[config.mk]
export PLATFORM = sky130hd
export DESIGN_NAME = nibble_serial_adder_ctrl
export DESIGN_NICKNAME = d
export VERILOG_FILES = /design/src/rtl/nibble_adder_pkg.sv /design/src/rtl/nibble_adder.sv /design/src/rtl/nibble_serial_adder_ctrl.sv
export SDC_FILE = /design/constraint.sdc
export NUM_CORES = 1
export LEC_CHECK = 0
export ABC_AREA = 1
export CORE_MARGIN = 2
export CORE_UTILIZATION = 46
export CTS_CLUSTER_SIZE = 14
export DETAILED_ROUTE_END_ITERATION = 7
export PLACE_DENSITY = 0.76
export REMOVE_ABC_BUFFERS = 1
export SETUP_SLACK_MARGIN = 0.15
export SLEW_MARGIN = 20
export SYNTH_ARGS = -nofsm -noshare
export SYNTH_HDL_FRONTEND = slang
export SYNTH_HIERARCHICAL = 1
export SYNTH_SLANG_ARGS = --single-unit
[constraint.sdc]
create_clock -name clk -period 3.2 [get_ports clk]
set_input_delay 0.32 -clock clk [delete_from_list [all_inputs] [get_ports clk]]
set_output_delay 0.32 -clock clk [all_outputs]
set_load 0.005 [all_outputs]
[src/rtl/nibble_adder_pkg.sv]
// Shared constants for the nibble-serial add/subtract sequencer.
package nibble_adder_pkg;

  localparam int NIBBLE_W = 4;

  typedef enum logic [1:0] {
    ST_IDLE = 2'd0,
    ST_RUN  = 2'd1,
    ST_DONE = 2'd2
  } state_t;

endpackage

[src/rtl/nibble_adder.sv]
// Combinational 4-bit ripple-carry adder exposing the carry into the MSB for overflow detection.
module nibble_adder
  import nibble_adder_pkg::*;
(
  input  logic [NIBBLE_W-1:0] a,
  input  logic [NIBBLE_W-1:0] b,
  input  logic                ci,
  output logic [NIBBLE_W-1:0] s,
  output logic                c3,
  output logic                co
);

  logic [NIBBLE_W:0] c;

  assign c[0] = ci;

  for (genvar i = 0; i < NIBBLE_W; i++) begin : g_bit
    assign s[i]   = a[i] ^ b[i] ^ c[i];
    assign c[i+1] = (a[i] & b[i]) | (c[i] & (a[i] ^ b[i]));
  end

  assign c3 = c[NIBBLE_W-1];
  assign co = c[NIBBLE_W];

endmodule

[src/rtl/nibble_serial_adder_ctrl.sv]
// Wide add/subtract computed one nibble per cycle, LSB nibble first, through a single 4-bit adder.
module nibble_serial_adder_ctrl
  import nibble_adder_pkg::*;
#(
  parameter int NIBBLES = 4
) (
  input  logic                     clk,
  input  logic                     rst,
  input  logic                     start,
  input  logic                     sub,
  input  logic [NIBBLE_W*NIBBLES-1:0] a,
  input  logic [NIBBLE_W*NIBBLES-1:0] b,
  output logic                     busy,
  output logic                     done,
  output logic [NIBBLE_W*NIBBLES-1:0] sum,
  output logic                     cout,
  output logic                     overflow
);

  localparam int W     = NIBBLE_W * NIBBLES;
  localparam int IDX_W = (NIBBLES > 1) ? $clog2(NIBBLES) : 1;
  localparam logic [IDX_W-1:0] LAST = IDX_W'(NIBBLES - 1);

  state_t              state;
  logic [IDX_W-1:0]    idx;
  logic                carry;
  logic [W-1:0]        a_reg;
  logic [W-1:0]        b_reg;
  logic                sub_reg;

  logic [NIBBLE_W-1:0] a_nib;
  logic [NIBBLE_W-1:0] b_nib;
  logic [NIBBLE_W-1:0] s_nib;
  logic                c3_nib;
  logic                co_nib;

  // Subtraction is A + ~B + 1: B is inverted per nibble and the +1 enters as the initial carry.
  always_comb begin
    a_nib = '0;
    b_nib = '0;
    for (int k = 0; k < NIBBLES; k++) begin
      if (idx == IDX_W'(k)) begin
        a_nib = a_reg[k*NIBBLE_W +: NIBBLE_W];
        b_nib = b_reg[k*NIBBLE_W +: NIBBLE_W] ^ {NIBBLE_W{sub_reg}};
      end
    end
  end

  nibble_adder u_adder (
    .a  (a_nib),
    .b  (b_nib),
    .ci (carry),
    .s  (s_nib),
    .c3 (c3_nib),
    .co (co_nib)
  );

  always_ff @(posedge clk) begin
    if (rst) begin
      state    <= ST_IDLE;
      idx      <= '0;
      carry    <= 1'b0;
      a_reg    <= '0;
      b_reg    <= '0;
      sub_reg  <= 1'b0;
      busy     <= 1'b0;
      done     <= 1'b0;
      sum      <= '0;
      cout     <= 1'b0;
      overflow <= 1'b0;
    end else begin
      case (state)
        // DONE accepts a new request exactly like IDLE so operations can run back to back.
        ST_IDLE, ST_DONE: begin
          done <= 1'b0;
          if (start) begin
            a_reg   <= a;
            b_reg   <= b;
            sub_reg <= sub;
            idx     <= '0;
            carry   <= sub;
            busy    <= 1'b1;
            state   <= ST_RUN;
          end else begin
            state <= ST_IDLE;
          end
        end

        ST_RUN: begin
          for (int k = 0; k < NIBBLES; k++) begin
            if (idx == IDX_W'(k)) sum[k*NIBBLE_W +: NIBBLE_W] <= s_nib;
          end
          carry <= co_nib;
          if (idx == LAST) begin
            cout     <= co_nib;
            overflow <= c3_nib ^ co_nib;
            busy     <= 1'b0;
            done     <= 1'b1;
            state    <= ST_DONE;
          end else begin
            idx <= idx + 1'b1;
          end
        end

        default: begin
          busy  <= 1'b0;
          done  <= 1'b0;
          state <= ST_IDLE;
        end
      endcase
    end
  end

endmodule

# After elaboration in Yosys (flattened, before gate mapping)
# Index checks and enable logic that the tools add are counted.
totals:
  ff_bits: 58
  inputBits: 36
  out_inout_bits: 20
  elab_cells: 81
classes:
  n_addsub: 1
  eq_ne: 8
  mux: 19
  bitwise_logic: 26
  reduce_logical: 13
ops:
  columns: ["op", "n"]
  rows:
  - ["$mux 4", 8]
  - ["$xor 4x4->4", 4]
  - ["$reduce_and 2->1", 7]
  - ["$xor 1x1->1", 9]
  - ["$and 1x1->1", 8]
  - ["$pmux 2 s2", 2]
  - ["$eq 2x2->1 const B", 3]
  - ["$mux 2", 3]
  - ["$ne 2x2->1 const B", 3]
  - ["$eq 2x1->1 const B", 2]
  - ["$logic_not 2->1", 2]
  - ["$mux 1", 4]
  - ["$or 1x1->1", 4]
  - ["$pmux 1 s2", 2]
  - ["$reduce_or 2->1", 2]
  - ["$reduce_and 3->1", 1]
  - ["$add 2x1->2 const B", 1]
  - ["$reduce_bool 2->1", 1]
  - ["$not 1->1", 1]

# Depth between registers and ports, before layout
logic_depth:
  ltp_word: 15
  depth_mapped: 17
  mapped_depth_nobuf: 17

# Modules after synthesis
# Netlist, hierarchy kept.
by_module_without_submodules:
  columns: ["module", "instances", "cells_each", "area_per_inst_um2", "seq_area_each_um2"]
  rows:
  - ["nibble_serial_adder_ctrl", 1, 368, 2583.7, 1161.1]
  - ["nibble_adder", 1, 12, 110.1, 0.0]

# Least setup slack after synthesis
# No wires, ideal clock.
synth_timing:
  path_type: "register -> register"
  from: "register idx[1]"
  to: "register sum[3]"
  setup_ps: 132
  arrival_time_ps: 2946
  t_required_ps: 3068
  path_slack_ps: 122
  stages_incl_launch_ff: 16
  path_buffers: 2
  synth_period_minus_slack_ps: 3078
  cell_sequence: "dfxtp_1 -> inv_1 -> ha_1 -> buf_2 -> buf_2 -> o21ai_0 -> nand2_1 -> a21oi_1 -> fa_1 -> inv_1 -> fa_1 -> fa_1 -> inv_1 -> fa_1 -> nand3_1 -> a21oi_1"
synth_via:
  elab_chain_cells: 13
  elab_cells_between_ends: 27
  cone_classes: "eq/ne (3); mux (8); bitwise (14); reduce/logical (2)"
synth_lines:
  columns: ["item", "line", "text"]
  rows:
  - ["start, declared", "nibble_serial_adder_ctrl.sv:25", "logic [IDX_W-1:0] idx;"]
  - ["start signal, assigned", "nibble_serial_adder_ctrl.sv:101", "idx <= idx + 1'b1;"]
  - ["$logic_not 2->1", "nibble_serial_adder_ctrl.sv:42", "if (idx == IDX_W'(k)) begin"]
  - ["$mux 4 (3 in series)", "nibble_serial_adder_ctrl.sv:42", null]
  - ["$mux 4 (*)", "nibble_serial_adder_ctrl.sv:42", null]
  - ["via a_nib[0]", "nibble_serial_adder_ctrl.sv:31", "logic [NIBBLE_W-1:0] a_nib;"]
  - ["$xor 1x1->1", "nibble_adder.sv:19", "assign c[i+1] = (a[i] & b[i]) | (c[i] & (a[i] ^ b[i]));"]
  - ["$and 1x1->1", "nibble_adder.sv:19", null]
  - ["$or 1x1->1 (*)", "nibble_adder.sv:19", null]
  - ["$and 1x1->1 (*)", "nibble_adder.sv:19", null]
  - ["$or 1x1->1 (*)", "nibble_adder.sv:19", null]
  - ["$and 1x1->1 (*)", "nibble_adder.sv:19", null]
  - ["$or 1x1->1 (*)", "nibble_adder.sv:19", null]
  - ["via c3_nib", "nibble_serial_adder_ctrl.sv:34", "logic c3_nib;"]
  - ["$xor 1x1->1 (*)", "nibble_adder.sv:18", "assign s[i] = a[i] ^ b[i] ^ c[i];"]
  - ["via s_nib[3]", "nibble_serial_adder_ctrl.sv:33", "logic [NIBBLE_W-1:0] s_nib;"]
  - ["end signal, assigned by index", "nibble_serial_adder_ctrl.sv:91", "if (idx == IDX_W'(k)) sum[k*NIBBLE_W +: NIBBLE_W] <= s_nib;"]
  - ["end, declared", "nibble_serial_adder_ctrl.sv:15", "output logic [NIBBLE_W*NIBBLES-1:0] sum,"]
# The timed path passes the listed nets; every way through them passes the cells marked *.
# A chain may end at the register's enable or synchronous reset.

# Final worst setup path
layout_timing:
  from: "register idx[0]"
  to: "register sum[11]"
# The elaborated chain is that of the path after synthesis.

==> results.json <==
{
  "outcome": "complete, no violations",
  "cap_violations": 0,
  "cts-root-buf": "clkbuf_8",
  "period_minus_slack_ns": 2.89,
  "yosysWarnings": 6,
  "slowest_stage": "fa_2",
  "regArea_mm2": 0.00117,
  "cts_buffers": 9,
  "timing.rr.start": "idx[0]",
  "fin_crit_sh_pct": 90.2,
  "cts_hold_buf": 0,
  "rsz0062_at_grt": "no",
  "critPathBufInv": 3,
  "area_growth_pct": 32.6,
  "first_pass_iters": 5,
  "dp_hpwl_mm": 4.38,
  "finalNonFillerCells": 515,
  "clock_skew_ns": 0.00607,
  "worst_pin_slew_ns": 0.720,
  "cts_max_level": 3,
  "r2r-end": "sum[11]",
  "drc": 0,
  "hold_viol": 0,
  "place_ws_ns": -0.0126,
  "hold_slack_ns": 0.463,
  "ys_ff_latch": 58,
  "holdPathStages": 2,
  "antenna_found_initial": 0,
  "max-clock-path-buffers": 2,
  "globalRouteTotalUtil_pct": 20.7,
  "ir_drop_uv": 316,
  "path_cells": "inv_4 > ha_1 > nand2_1 > o21ai_0 > nand2_1 > a21oi_2 > fa_2 > inv_1 > fa_2 > fa_2 > inv_2 > fa_2 > nand3_2 > a21oi_1",
  "synth_area_mm2": 0.00269,
  "startpoint": "idx[0]",
  "place_congestion": 0.893,
  "r2r_setup_slack_ns": 0.31,
  "gr-total-overflow": 0,
  "p_leak_nw": 1.47,
  "vias": 2548,
  "io_buffers": 55,
  "drt_iter0_drc": 121,
  "setup_viol": 0,
  "post-route-worst-setup-slack_ns": 0.313,
  "antennaDiodeCount": 0,
  "ys_types": 20,
  "fmax_mhz": 346,
  "fin_util_pct": 64.1,
  "mostFrequentLayoutCell": "nand2_1",
  "coreArea_mm2": 0.00557,
  "grt_pass1_vias": 2305,
  "postSynthAreaPerCell_um2": 7.09,
  "num_rows": 27,
  "multi_input_area_mm2": 0.00136,
  "die_w_um": 80.5,
  "crit_family": "adder cells",
  "worst_hold_path.endpoint": "sum[2]",
  "die_y_um": 80.5,
  "cts_tree": "yes",
  "ioPinCount": 56,
  "drt-wirelength-per-cell_um": 12.3,
  "power_mw": 1.71,
  "clk_latency_ns": 0.33,
  "design.die.area_mm2": 0.00648,
  "hold_path.startpoint": "sum[2]",
  "nNetsFinal": 485,
  "p_per_area_mw_per_mm2": 480,
  "start_util_pct": 48.3,
  "fillers": 524,
  "crit_fanout": 4,
  "end_kind": "register",
  "drt_wl_total_mm": 6.32,
  "grt_max_degree": 48,
  "layout_common_cells": "nand2_1 (71), nor2_1 (62), dfxtp_1 (56)",
  "grt_pass1_wl_mm": 10.4,
  "drive_gt1_share_pct": 12.0,
  "cts.clk_slew.worst_paths_ns": 0.06,
  "via_per_inst": 4.95,
  "drt.antenna.violating_nets": 0,
  "synth_cells": 380,
  "criticalPathCategory": "reg -> reg",
  "cp.arrival_ns": 3.10,
  "crit_required_ns": 3.41,
  "seq_area_frac_synth_pct": 43.1,
  "relSlewSlack_pct": 51.9,
  "start_kind": "register",
  "numClockSinks": 58,
  "critPathMostFrequentCell": "fa_2",
  "placed_cells": 498,
  "ff2ff_path_depth": 14,
  "slowest_delay_ns": 0.49,
  "slew_viol_final": 0,
  "min_path_type": "reg -> reg"
}
## metal layers
layer | track usage [%] | routed length, um | share of wire (%) | vias up
met2 | 34.8 | 3040 | 48 | 60
met5 | 0 | 0 | 0 | -
met4 | 6.10 | 42 | 0.66 | 0
met3 | 5.96 | 386 | 6.1 | 7
met1 | 25.7 | 2850 | 45 | 1151
li1 | - | - | - | 1330
## how the worst max path moves through the flow
stage,cells after the start,slack (ns),endpoint
after floorplan,15,0.15,sum[7]
after global placement,15,0.13,sum[3]
after detailed placement,15,-0.01,sum[11]
after CTS,16,0.17,sum[11]
after global routing,16,0.18,sum[3]
final,14,0.31,sum[11]
## tightest hold or removal path: stages (launching register included)
cell	delay, ns
dfxtp_1	0.31
nand2_1	0.06
a21oi_1	0.05
## logic make-up after synthesis
logic type                 count (synthesis)  share of synthesized area [%]
and+or+nand+nor                          163                           24.3
xor gates and xnor gates                   2                          0.650
DFF                                       58                           43.1
buffers and inverters                     58                           9.29
adders and majority gates                  9                           5.30
AOI/OAI and AO/OA                         90                           17.4
## synthesized netlist by cell type
library cell  instances  area (um2)
o21ai_0              46         230
fa_1                  4        80.1
buf_2                11        55.1
nand2_2               1        6.26
clkbuf_1              5        18.8
ha_1                  5        62.6
inv_1                36         135
nand2_1              71         267
a21oi_2               4        35.0
nor3_1                1        5.00
nor2_4                1        11.3
o211ai_1              1        7.51
dfxtp_1              58        1160
a21oi_1              39         195
xor2_1                2        17.5
buf_4                 3        22.5
inv_2                 2        7.51
nor2_1               64         240
nand3_1              25         125
buf_6                 1        11.3
## repair_timing
item | CTS | global route
pin swaps | 1 | 5
gates resized for setup | 13 | 16
setup endpoints to repair | 5 | 5
buffers inserted | 0 | 3
## metrics by stage
step / instance area (um2) / setup TNS, ns
after floorplan: 2590 / 0
after global placement: 3310 / 0
after detailed placement: 3310 / -0.0126
after CTS: 3500 / 0
after global routing: 3570 / 0
final: 3570 / 0
## power by group
part / total (mW) / leakage [nW] / switching (mW) / internal, mW
sequential: 0.801 / 0.478 / 0.0301 / 0.771
clock: 0.550 / 0.0766 / 0.256 / 0.295
combinational: 0.361 / 0.919 / 0.200 / 0.161
total: 1.71 / 1.47 / 0.486 / 1.23
## area by class of cell
cell class	count	area share [%]
repair buffers	69	18.4
flip-flops and latches	58	32.7
clock buffers	14	4.27
well taps	72	2.52
multi-input cells	264	38.0
inverters	38	4.13
No activity file was read; power rests on OpenSTA's default activity.
